--- src/rtl/demux_pkg.sv ---
// Shared constants and types for the 1-to-8 registered demultiplexer.
package demux_pkg;
   localparam int NUM_OUT = 8;
   localparam int SEL_W   = 3;

   typedef logic [SEL_W-1:0] sel_t;
endpackage : demux_pkg

--- src/rtl/decoder_3to8.sv ---
// Combinational 3-to-8 one-hot decoder with enable; mask is all zeros when disabled.
module decoder_3to8
   import demux_pkg::*;
(
   input  sel_t               sel_i,
   input  logic               en_i,
   output logic [NUM_OUT-1:0] mask_o
);

   // Every select code is listed so no code falls through to an X or stale lane.
   always_comb begin
      mask_o = '0;
      if (en_i) begin
         case (sel_i)
            3'd0:    mask_o = 8'b0000_0001;
            3'd1:    mask_o = 8'b0000_0010;
            3'd2:    mask_o = 8'b0000_0100;
            3'd3:    mask_o = 8'b0000_1000;
            3'd4:    mask_o = 8'b0001_0000;
            3'd5:    mask_o = 8'b0010_0000;
            3'd6:    mask_o = 8'b0100_0000;
            3'd7:    mask_o = 8'b1000_0000;
            default: mask_o = '0;
         endcase
      end
   end

endmodule : decoder_3to8

--- src/rtl/demux_8x1_sync.sv ---
// 1-to-8 demultiplexer with registered outputs: the selected lane loads data,
// all other lanes load zero, with one clock of latency.
module demux_8x1_sync
   import demux_pkg::*;
#(
   parameter int WIDTH = 1
) (
   input  logic             clk,
   input  logic             rst_n,
   input  logic             en,
   input  logic [WIDTH-1:0] data,
   input  logic             sel0,
   input  logic             sel1,
   input  logic             sel2,
   output logic [WIDTH-1:0] y0,
   output logic [WIDTH-1:0] y1,
   output logic [WIDTH-1:0] y2,
   output logic [WIDTH-1:0] y3,
   output logic [WIDTH-1:0] y4,
   output logic [WIDTH-1:0] y5,
   output logic [WIDTH-1:0] y6,
   output logic [WIDTH-1:0] y7
);

   sel_t                            sel;
   logic [NUM_OUT-1:0]              lane_mask;
   logic [NUM_OUT-1:0][WIDTH-1:0]   y_d;
   logic [NUM_OUT-1:0][WIDTH-1:0]   y_q;

   assign sel = {sel2, sel1, sel0};

   decoder_3to8 u_dec (
      .sel_i  (sel),
      .en_i   (en),
      .mask_o (lane_mask)
   );

   // Gate data into each lane by its mask bit; unselected lanes see zero.
   always_comb begin
      y_d = '0;
      for (int k = 0; k < NUM_OUT; k++) begin
         y_d[k] = lane_mask[k] ? data : '0;
      end
   end

   // Register bank: reset wins over everything, otherwise all lanes update together.
   always_ff @(posedge clk) begin
      if (!rst_n) y_q <= '0;
      else        y_q <= y_d;
   end

   assign y0 = y_q[0];
   assign y1 = y_q[1];
   assign y2 = y_q[2];
   assign y3 = y_q[3];
   assign y4 = y_q[4];
   assign y5 = y_q[5];
   assign y6 = y_q[6];
   assign y7 = y_q[7];

endmodule : demux_8x1_sync

--- config.mk ---
export PLATFORM = sky130hd
export DESIGN_NAME = demux_8x1_sync
export DESIGN_NICKNAME = d
export VERILOG_FILES = /design/src/rtl/demux_pkg.sv /design/src/rtl/decoder_3to8.sv /design/src/rtl/demux_8x1_sync.sv
export SDC_FILE = /design/constraint.sdc
export NUM_CORES = 1
export LEC_CHECK = 0
export ABC_AREA = 0
export BUFFER_PORTS_ARGS = -buffer_cell sky130_fd_sc_hd__buf_2
export CORE_AREA = 8 8 45 47
export DETAILED_ROUTE_END_ITERATION = 10
export DIE_AREA = 0 0 53 55
export SLEW_MARGIN = 20
export SYNTH_ARGS = -nofsm -noshare
export SYNTH_HDL_FRONTEND = slang
export SYNTH_SLANG_ARGS = --single-unit
export TNS_END_PERCENT = 1
--- constraint.sdc ---
create_clock -name clk -period 0.8 [get_ports clk]
set_input_delay 0.08 -clock clk [delete_from_list [all_inputs] [get_ports clk]]
set_output_delay 0.08 -clock clk [all_outputs]
set_load 0.1 [all_outputs]
; Yosys cells after proc, flatten, opt, wreduce, memory -nomap -nowiden
; Memory sizes are Yosys's and may differ from the RTL's.
; Cells that the tools add are included.
[op_classes]
mux = 1
reduce_logical = 8
[ops]
columns = cell, count
row1 = AND reduction 2 bit, 8
row2 = two-way mux 8 bit, 1
[totals]
register_bits = 8
romBits = 64
inputBits = 7
out_inout_bits = 8
elab_cells = 18
mem_count = 1
[memory_table]
columns = name, depth, word_bits, rd, rd_ports_with_merged_regs, write_ports, line_no
row1 = (name not given), 8, 8, 1, 0, 0, decoder_3to8.sv:14  ; case (sel_i)

; Depth between registers and ports, before layout
; An unclocked memory read counts as a cell.
[depth]
ltp_word = 3
ltp_mapped = 2
mapped_depth_nobuf = 2

; Hierarchy
; Synthesis repeated with hierarchy kept, for this count alone.
[unflattened]
hier_cells = 24
area_unflattened_um2 = 305.3
[modules_own_cells]
columns = mod, n_inst, cells_per_inst, area_per_inst_um2, seq_area_each_um2
row1 = demux_8x1_sync, 1, 16, 210.2, 160.2
row2 = decoder_3to8, 1, 8, 95.1, 0.0

; Worst setup path before layout
; No wires, ideal clock.
[synth_timing]
path_type = reg2out
start = register y_q (netlist bit y0)
end = output port y0
arrival_time_ns = 0.909
setup_slack_ns = -0.189
stages_incl_launch_ff = 1
path_buffers = 0
path_cell_list = dfxtp_1
[synth_lines]
columns = item, line_no
row1 = "start, declared", demux_8x1_sync.sv:28  ; logic [NUM_OUT-1:0][WIDTH-1:0] y_q;
row2 = "start signal, assigned", demux_8x1_sync.sv:49  ; else y_q <= y_d;
row3 = "end, declared", demux_8x1_sync.sv:15  ; output logic [WIDTH-1:0] y0,
; No word-level cell between the ends.

; Final worst setup path
[layout_timing]
start = register y_q (netlist bit y6)
end = output port y6
[layout_lines]
columns = item, line_no
row1 = "end, declared", demux_8x1_sync.sv:21  ; output logic [WIDTH-1:0] y6,
; No word-level cell between the ends.

==> results by group <==
Synthesis
  – Unique masters post-synth: 9
  – Synth Instances: 22
  – Post-synthesis sequential area ratio: 67.0%
  – Mapped Area: 239 sq um
  – Flops & latches, synth: 8
  – Synthesis Warnings: 0
  – Syn nets: 29
  – Synthesized area per cell: 10.9 sq um

Setup path
  – Critical Path Fanout Max: 1
  – Crit path DAT: 0.75 ns
  – CP Launch Type: flop
  – Top delay family on crit path: flip-flops
  – Critical Path Sink Type: output pin
  – Req. time, crit path: 0.72 ns
  – Worst path max stage delay: 0.34 ns
  – Crit-path slowest cell: dfxtp_2
  – Cell Chain, Critical Path: buf_12
  – WP buf/inv: 1
  – Crit path kind: flop to output pin

Placement
  – I/O Buffers: 14
  – Placed Cells: 52
  – Placed Area: 450 sq um
  – GPL Wtd Cong: 0.721
  – Setup WS pre-CTS: 0.139 ns

Global route
  – Vias in the first global route: 241
  – Largest net degree at the start of global routing: 7
  – First-pass GRT wire length: 883 um
  – Initial antenna violation count: 0
  – Final global-route overflow total: 0
  – Total Routing Usage GR: 4.65%

Detailed routing
  – First-pass DRT Iterations: 1
  – Via-per-instance ratio: 3.91
  – Initial drt markers: 0
  – Post-DRT Antenna Nets: 0
  – # DRC: 0
  – Routed vias: 215
  – Routed len/inst: 10.4 um
  – Routed Wire Length: 571 um

CTS
  – Worst-case clock buffer depth: 2
  – H-tree depth: 1
  – CTS tree: done
  – CTS Hold Bufs: 0
  – CTS buffer count: 3
  – Clock sink total: 8
  – Clock-pin slew of the registers on the worst-case setup and hold paths: 0.05 ns
  – Root Buffer: clkbuf_4

Timing
  – RSZ-0062 raised after global routing: true
  – PnR worst setup slack: -0.0329 ns
  – Setup TNS: -0.250 ns
  – Final period utilization: 104%
  – Max Freq: 1200 MHz
  – Final slew viol count: 0
  – Headroom to the max-slew limit: 85.4%
  – Tmin final: 0.833 ns
  – Hold Slack: 0.0465 ns
  – Final hold viol count: 0
  – Worst slew pin tran: 0.217 ns
  – Endpoints failing setup: 8

Power and ir drop
  – Static Leak: 0.193 nW
  – Post-layout power: 794 uW
  – Pwr/cell area: 1650 nW/um^2
  – Worst VDD drop: 0.689 mV

Floorplanning
  – Die height: 55 um
  – # rows: 14
  – Die Wd: 53 um
  – Initial Util: 17.3%
  – Die area: 2920 sq um
  – I/O pin count: 15
  – Core Region: 1380 sq um

Cells and area
  – Area taken by multi-input logic gates: 78.8 sq um
  – Post-Layout Cell Count: 55
  – Final Core Density: 34.8%
  – Final nets: 48
  – Ant diodes: 0
  – Share of cells above drive strength 1: 66.7%
  – Area growth syn-to-layout: 102%
  – Finished Cell Area: 482 sq um
  – Area occupied by registers: 170 sq um
  – Number of fillers in the final layout: 141

Outcome
  – Status: finished with violations
  – Failing checks: setup timing

Hold path
  – Worst hold path type: input port to flop

Run
  – Max_cap viols: 0
-- synth_stat cells --
cell type  n  share of area (%)
nand3_1    1                2.1
dfxtp_1    8                 67
nand2_1    2                3.1
nand4b_1   1                3.7
nor3_1     2                4.2
nand4_1    1                2.6
nand2b_4   1                5.8
nor4_1     2                5.2
nor2_1     4                6.3
-- final cells by class --
class	instances	share of cell area (%)
repair buffers	14	39.5
multi-input cells	14	16.4
flip-flops and latches	8	35.3
well taps	16	4.16
clock buffers	3	4.68
-- power breakdown --
part	internal, mW	switching (mW)
registers	0.404	0.00310
clock network	0.171	0.124
logic	0.0348	0.0567
total	0.609	0.184
-- metal layers --
layer / global-route usage [%] / part of all wire, % / vias to the layer above
li1: - / - / 113
met1: 3.82 / 37 / 93
met2: 5.86 / 53 / 9
met3: 2.41 / 9.5 / 0
met4: 9.05 / 0 / 0
met5: 0 / 0 / -
-- repair_timing --
item,CTS,global route
endpoints found under the setup margin,8,8
gates resized for setup,7,0
setup buffers,0,0
-- state kept, by name, summed over array words and instances, names as in the netlist --
signal and cells:
y5 1, y0 1, y2 1, y1 1, y3 1, y4 1
y7 1, y6 1
-- path summary, 6_finish.rpt --
check / startpoint / end / slack [ns] / depth (start not counted)
worst min-delay path: sel1 / y4$_SDFF_PN0_ / 0.05 / 2
worst max-delay path: y6$_SDFF_PN0_ / y6 / -0.03 / 1
-- cells by family (layout without fill, tap and decap cells) --
| kind of cell | Yosys count | in the layout | synth area share [%] |
|---|---|---|---|
| AND/OR/NAND/NOR | 14 | 14 | 33.0 |
| flip-flops | 8 | 8 | 67.0 |
| buffers and inverters | 0 | 17 | 0 |
-- cells in the final DEF, fill, tap and decap left out, drive strengths merged --
cell    count
buf        14
clkbuf      3
dfxtp       8
nand2       2
nand2b      1
nand3       1
nand4       1
nand4b      1
nor2        4
nor3        2
nor4        2
No activity file was read; power rests on OpenSTA's default activity.
